===== src/rtl/bus_pkg.sv =====
// Shared serial-bus definitions used by the slave port and the arbiter/master side.
package bus_pkg;
  localparam int BUS_ADDR_W = 4;
  localparam int BUS_DATA_W = 8;

  localparam logic RW_WRITE = 1'b1;
  localparam logic RW_READ  = 1'b0;

  typedef enum logic [2:0] {
    ST_IDLE   = 3'd0,
    ST_ADDR   = 3'd1,
    ST_DATA   = 3'd2,
    ST_COMMIT = 3'd3,
    ST_READ   = 3'd4
  } bus_state_e;

  function automatic int max_int(input int a, input int b);
    return (a > b) ? a : b;
  endfunction
endpackage


===== src/rtl/slave_mem.sv =====
// Local register memory: synchronous write, asynchronous read, contents not reset.
module slave_mem #(
  parameter int ADDR_W = 4,
  parameter int DATA_W = 8,
  parameter int DEPTH  = 16
) (
  input  logic              clk,
  input  logic              we,
  input  logic [ADDR_W-1:0] waddr,
  input  logic [DATA_W-1:0] wdata,
  input  logic [ADDR_W-1:0] raddr,
  output logic [DATA_W-1:0] rdata
);
  logic [DATA_W-1:0] mem_q [DEPTH];

  // Out-of-range addresses fold back into the array.
  function automatic logic [ADDR_W-1:0] wrap(input logic [ADDR_W-1:0] a);
    return ADDR_W'(32'(a) % 32'(DEPTH));
  endfunction

  always_ff @(posedge clk) begin
    if (we) mem_q[wrap(waddr)] <= wdata;
  end

  assign rdata = mem_q[wrap(raddr)];
endmodule


===== src/rtl/bus_slave_port.sv =====
// Serial bus slave endpoint: deserialises command/address/data, commits writes
// to local memory and streams read data back MSB-first.
module bus_slave_port
  import bus_pkg::*;
#(
  parameter int ADDR_W  = BUS_ADDR_W,
  parameter int DATA_W  = BUS_DATA_W,
  parameter int DEPTH   = 2**ADDR_W,
  parameter int TIMEOUT = 15
) (
  input  logic clk,
  input  logic reset,
  input  logic s_address,
  input  logic s_data,
  input  logic s_valid,
  output logic s_ready,
  output logic rd_data,
  output logic rd_valid,
  output logic err
);
  localparam int CNT_W   = $clog2(max_int(ADDR_W, DATA_W) + 1);
  localparam int STALL_W = $clog2(TIMEOUT + 1);

  bus_state_e          state_q, state_d;
  logic                rw_q, rw_d;
  logic [CNT_W-1:0]    bit_cnt_q, bit_cnt_d;
  logic [STALL_W-1:0]  stall_q, stall_d;
  logic [ADDR_W-1:0]   addr_q, addr_d;
  logic [DATA_W-1:0]   wdata_q, wdata_d;
  logic [DATA_W-1:0]   rd_shift_q, rd_shift_d;
  logic                rd_valid_q, rd_valid_d;
  logic                err_q, err_d;
  logic                mem_we;
  logic [ADDR_W-1:0]   mem_raddr;
  logic [DATA_W-1:0]   mem_rdata;

  always_ff @(posedge clk or negedge reset) begin
    if (!reset) begin
      state_q    <= ST_IDLE;
      rw_q       <= 1'b0;
      bit_cnt_q  <= '0;
      stall_q    <= '0;
      addr_q     <= '0;
      wdata_q    <= '0;
      rd_shift_q <= '0;
      rd_valid_q <= 1'b0;
      err_q      <= 1'b0;
    end else begin
      state_q    <= state_d;
      rw_q       <= rw_d;
      bit_cnt_q  <= bit_cnt_d;
      stall_q    <= stall_d;
      addr_q     <= addr_d;
      wdata_q    <= wdata_d;
      rd_shift_q <= rd_shift_d;
      rd_valid_q <= rd_valid_d;
      err_q      <= err_d;
    end
  end

  // The read port sees the address including the bit being sampled right now.
  assign mem_raddr = ADDR_W'({addr_q, s_address});

  always_comb begin
    state_d    = state_q;
    rw_d       = rw_q;
    bit_cnt_d  = bit_cnt_q;
    stall_d    = stall_q;
    addr_d     = addr_q;
    wdata_d    = wdata_q;
    rd_shift_d = rd_shift_q;
    err_d      = 1'b0;
    case (state_q)
      ST_IDLE: begin
        if (s_valid) begin
          rw_d      = s_address;
          bit_cnt_d = '0;
          stall_d   = '0;
          state_d   = ST_ADDR;
        end
      end
      ST_ADDR, ST_DATA: begin
        if (s_valid) begin
          stall_d   = '0;
          bit_cnt_d = bit_cnt_q + CNT_W'(1);
          if (state_q == ST_ADDR) begin
            addr_d = ADDR_W'({addr_q, s_address});
            if (bit_cnt_q == CNT_W'(ADDR_W - 1)) begin
              bit_cnt_d = '0;
              if (rw_q == RW_WRITE) begin
                state_d = ST_DATA;
              end else begin
                state_d    = ST_READ;
                rd_shift_d = mem_rdata;
              end
            end
          end else begin
            wdata_d = DATA_W'({wdata_q, s_data});
            if (bit_cnt_q == CNT_W'(DATA_W - 1)) begin
              bit_cnt_d = '0;
              state_d   = ST_COMMIT;
            end
          end
        end else if (stall_q == STALL_W'(TIMEOUT - 1)) begin
          stall_d = '0;
          err_d   = 1'b1;
          state_d = ST_IDLE;
        end else begin
          stall_d = stall_q + STALL_W'(1);
        end
      end
      ST_COMMIT: state_d = ST_IDLE;
      ST_READ: begin
        rd_shift_d = rd_shift_q << 1;
        if (bit_cnt_q == CNT_W'(DATA_W - 1)) begin
          bit_cnt_d = '0;
          state_d   = ST_IDLE;
        end else begin
          bit_cnt_d = bit_cnt_q + CNT_W'(1);
        end
      end
      default: state_d = ST_IDLE;
    endcase
    rd_valid_d = (state_d == ST_READ);
  end

  always_comb begin
    s_ready  = (state_q == ST_IDLE) || (state_q == ST_ADDR) || (state_q == ST_DATA);
    mem_we   = (state_q == ST_COMMIT);
    rd_data  = rd_shift_q[DATA_W-1];
    rd_valid = rd_valid_q;
    err      = err_q;
  end

  slave_mem #(
    .ADDR_W (ADDR_W),
    .DATA_W (DATA_W),
    .DEPTH  (DEPTH)
  ) u_mem (
    .clk   (clk),
    .we    (mem_we),
    .waddr (addr_q),
    .wdata (wdata_q),
    .raddr (mem_raddr),
    .rdata (mem_rdata)
  );
endmodule


===== config.mk =====
export PLATFORM = sky130hd
export DESIGN_NAME = bus_slave_port
export DESIGN_NICKNAME = d
export VERILOG_FILES = /design/src/rtl/bus_pkg.sv /design/src/rtl/slave_mem.sv /design/src/rtl/bus_slave_port.sv
export SDC_FILE = /design/constraint.sdc
export NUM_CORES = 1
export LEC_CHECK = 0
export CAP_MARGIN = 20
export CORE_AREA = 2 2 167 169
export CTS_BUF_LIST = sky130_fd_sc_hd__clkbuf_4 sky130_fd_sc_hd__clkbuf_8
export DETAILED_ROUTE_END_ITERATION = 8
export DIE_AREA = 0 0 169 171
export PLACE_DENSITY = 0.46
export REMOVE_ABC_BUFFERS = 1
export SKIP_CTS_REPAIR_TIMING = 1
export SYNTH_ARGS = -nofsm -noshare
export SYNTH_HDL_FRONTEND = slang
export SYNTH_SLANG_ARGS = --single-unit

===== constraint.sdc =====
create_clock -name clk -period 2.7 [get_ports clk]
set_input_delay 0.405 -clock clk [delete_from_list [all_inputs] [get_ports clk]]
set_output_delay 0.405 -clock clk [all_outputs]
set_load 0.01 [all_outputs]

# == After elaboration in Yosys (flattened, before gate mapping) ==
# Memories as Yosys holds them, arrays and structs flattened.
# Index checks and enable logic that the tools add are counted.
# totals
regBits,34
latchBits,0
ram_bits,128
romBits,0
input_bits,5
out_inout_bits,4
word_cells,67
memories,1
# mem_list
memory,depth,width,rd,rd_ports_with_merged_regs,write_ports,line_no,text
u_mem.mem_q,16,8,1,0,1,slave_mem.sv:14,logic [DATA_W-1:0] mem_q [DEPTH];
# classes
n_addsub,2
n_mul,0
div_mod_pow,0
n_lt_le_gt_ge,0
n_eq_ne,13
n_shift,0
n_mux,28
bitwise_logic,1
n_reduce_logical,13
# op_table
op,count
2-to-1 mux 8 bit,4
2-to-1 mux 4 bit,7
2-to-1 mux 3 bit,8
one-hot mux 8 bit (2 select lines),1
one-hot mux 4 bit (3 select lines),1
"inequality test 2 bit, second input constant",5
one-hot mux 3 bit (3 select lines),1
AND reduction 3 bit,3
"adder 4 x 1 -> 4 bit, second input constant",2
one-hot mux 4 bit (2 select lines),1
"== test 3 x 2 -> 1 bit, second input constant",2
"== test 3 bit, second input constant",2
2-to-1 mux 1 bit,5
AND reduction 5 bit,1
"== test 4 x 2 -> 1 bit, second input constant",1
"== test 4 x 3 -> 1 bit, second input constant",1
"== test 4 bit, second input constant",1
AND reduction 2 bit,2
nonzero test 2 bit,2
"== test 3 x 1 -> 1 bit, second input constant",1
logical NOT 3 bit,1
nonzero test 3 bit,1
logical OR 1 bit,2
OR reduction 2 bit,1
NOT 1 bit,1

# == Longest topological paths before layout ==
# depth
depth_word,6
depth_mapped,8
ltp_nobuf,7

# == By module ==
# From an unflattened synthesis, not the netlist that was laid out.
# hier_totals
cells_unflattened,375
hier_area_um2,6682.7
# modules_own_cells
mod,n_inst,cells_each,area_each_um2,seq_area_each_um2
slave_mem,1,221,4987.3,3843.7
bus_slave_port,1,154,1695.4,850.8

# == Worst setup path after synthesis ==
# OpenSTA, ideal clock, no wires.
# synth_timing
path_kind,flip-flop to flip-flop
start,register state_q[2]
end,memory u_mem.mem_q[0][0] (enable)
setup_ps,383
t_arrival_ps,1782
required_ps,2317
path_slack_ps,535
stages_incl_launch_ff,5
path_buffers,1
period_less_slack_ps,2165
cell_sequence,dfrtp_1 > clkbuf_1 > nand3b_1 > or3_1 > nor3_1
# synth_between
elab_chain_cells,3
# synth_lines
element,line_no,text
start: declaration,bus_slave_port.sv:24,"bus_state_e state_q, state_d;"
start signal: assignment,bus_slave_port.sv:49,state_q <= state_d;
== test 3 x 2 -> 1 bit,bus_slave_port.sv:129,mem_we = (state_q == ST_COMMIT);
2-to-1 mux 1 bit,slave_mem.sv:22,if (we) mem_q[wrap(waddr)] <= wdata;
2-to-1 mux 1 bit (implied by the code),slave_mem.sv:22,
end: declaration,slave_mem.sv:14,
# Every way passes these cells.

# == Worst setup path in the final report ==
# layout_timing
start,register state_q[2]
end,output port s_ready
# layout_between
elab_chain_cells,3
word_cells_on_any_way,5
classes_between,2 x eq/ne; 3 x reduce/logical
# layout_lines
element,line_no,text
== test 3 x 1 -> 1 bit / logical NOT 3 bit (equally long branches),bus_slave_port.sv:128,s_ready = (state_q == ST_IDLE) || (state_q == ST_ADDR) || (state_q == ST_DATA);
logical OR 1 bit,bus_slave_port.sv:128,
logical OR 1 bit (*),bus_slave_port.sv:128,
end: declaration,bus_slave_port.sv:16,"output logic s_ready,"
# Mark *: on every way between the ends. The rest lies on a longest branch, timed or not.

==> run summary <==
row count: 61
# clock sinks: 162
Ports: 9
Slew HR: 42.5%
register bit total from synthesis: 162
Syn Inst Count: 405
R2R Path End: rd_shift_q[6]
Synth Warn #: 0
gr usage total: 10.8%
vias in the first global route: 3,812
Clk pin slew, worst setup/hold paths: 100 ps
Synth Flop Type: edfxtp_1
grt total ovfl: 0
H-tree Lvls: 4
DR DRC count: 0
crit path launch type: register
Layout Nets: 448
Setup CP Type: reg -> out
Lkg Pwr: 0.00264 uW
biggest area consumer among synthesized cells: edfxtp_1
first-pass GRT wire length: 22,900 um
P per Cell Area: 800 nW/um2
gpl congestion: 0.762
top area cells in the synthesized netlist: edfxtp_1 58%, dfrtp_1 13%, mux4_2 7.4%, mux2_2 2.4%, mux2i_1 2.3%
fmax: 402 MHz
Synth cell types: 45
Inserted Diodes: 0
Num CTS Buffers: 17
Mapped Area: 6660 um2
Syn-to-layout area delta: 15.3%
placed wire-length estimate: 9500 um
FF-to-FF setup slack: 600 ps
Buffers on Ports: 8
crit path time final: 2490 ps
setup slack after layout: 212 ps
Die H: 171 um
measured slew at the worst slew-check pin: 863 ps
layout cells sized above 1: 22.3%
outcome: finished, final reports clean
EDFF count, synth: 128
Critical Path RT: 2300 ps
Critical Path Source: state_q[2]
Final setup violation count: 0
TritonCTS clock tree: done
worst vdd ir: 305 uV
Mapped Avg Cell Area: 16.5 um2
Total Wirelength: 14,600 um
Vias: 3,581
RSZ-0062 raised after global routing: no
Slew Viols, Final: 0
most frequent cells in the layout: 128 x edfxtp_1, 34 x dfrtp_1, 30 x buf_4, 29 x nor2_1, 28 x nand2_1
initial antenna violation count: 0
CP max FO: 15
Seq/Total Area, Yosys: 70.4%
R2R cell count: 6
worst hold path class: in -> async
final setup TNS: 0 ps
DR iter-0 viols: 319
crit path to: s_ready
Root Buffer: clkbuf_8
Antenna Nets Post-Route: 0
CORE AREA: 27,300 um2
CP arrival: 2080 ps
maxcap violations: 0
crit end category: output pin
pre-CTS setup slack: 331 ps
Initial Util: 24.4%
Initial DRT Pass Iterations: 4
final worst-path cycle share: 92.1%
die area: 28,900 um2
mean routed wirelength per cell: 18.2 um
worst skew pair latency: 450 ps
Clock Skew: 15.0 ps
final hold vios: 0
worst hold slack: 57.6 ps
top cell type's share of synthesized area: 57.7%
vias per cell: 4.48
Util after Layout: 28.1%
largest net degree at the start of global routing: 35
Longest Clk Path Bufs: 2
commonest non-fill, non-tap cell in the layout: edfxtp_1
Final Power: 6150 uW
Post-synth ARST share: 21.0%
Reg2Reg Launch Point: addr_q[1]
die width: 169 um
==> cells by family (layout without fill, tap and decap cells) <==
logic type	count (synthesis)	in the layout	share of synthesized area [%]
flip-flops	162	162	70.4
multiplexers	56	56	14.0
AND/OR/NAND/NOR	97	97	6.87
adder cells (fa/ha/maj)	3	3	0.563
buffers and inverters	29	77	2.22
AO/OA/AOI/OAI	56	56	5.61
XOR/XNOR	2	2	0.263
==> Yosys cell counts, types with 9 or more instances <==
cell,number
a21oi_1,13
a22oi_1,9
nor2b_1,9
mux2_2,14
clkbuf_1,9
buf_2,10
mux4_2,22
edfxtp_1,128
nand2_1,28
mux2i_1,15
o21ai_0,10
dfrtp_1,34
nand3_1,10
nor2_1,29
==> report_power, final <==
group	total [uW]	leakage, uW	internal [uW]	switching (uW)
clock	1730	0.000192	757	976
sequential	3120	0.00160	2860	258
combinational	1300	0.000846	572	725
==> stage by stage <==
stage	cell area (um2)	std cells
after floorplan	6540	381
after global placement	7300	767
after detailed placement	7300	767
after CTS	7680	799
after global routing	7680	799
final	7680	799
==> final cells by class <==
type,count,area (um2)
repair buffers,40,335
clock inverters,15,148
well taps,346,433
clock buffers,17,234
inverters,5,18.8
fillers,2714,19600
multi-input cells,214,1820
flip-flops and latches,162,4690
==> per-layer routing <==
metal / up-vias / part of all wire [%] / track usage [%]
met1: 1877 / 46 / 14.2
met4: 0 / 0.93 / 3.27
met2: 45 / 50 / 17.6
li1: 1651 / - / -
met3: 8 / 3.1 / 2.68
met5: - / 0 / 0
==> sequential cells by signal, summed over array words and instances (netlist names) <==
register,flops
rw_q,1
state_q,3
stall_q,4
rd_shift_q,8
rd_valid,1
wdata_q,8
addr_q,4
u_mem.mem_q,128
bit_cnt_q,4
err,1
==> how the worst min path moves through the flow <==
stage | to | slack [ps] | cells after the start
3_5_place_dp | stall_q[3] | 490 | 1
5_1_grt | stall_q[2] | 90 | 1
4_1_cts | bit_cnt_q[2] | 60 | 1
3_3_place_gp | stall_q[3] | 470 | 1
6_report | stall_q[2] | 60 | 1
2_1_floorplan | addr_q[0] | 110 | 0
==> critical path: stages, from the launching register on <==
cell	delay, ps
dfrtp_1	550
a21oi_1	450
clkdlybuf4s50_1	630
No activity file was read; power rests on OpenSTA's default activity.
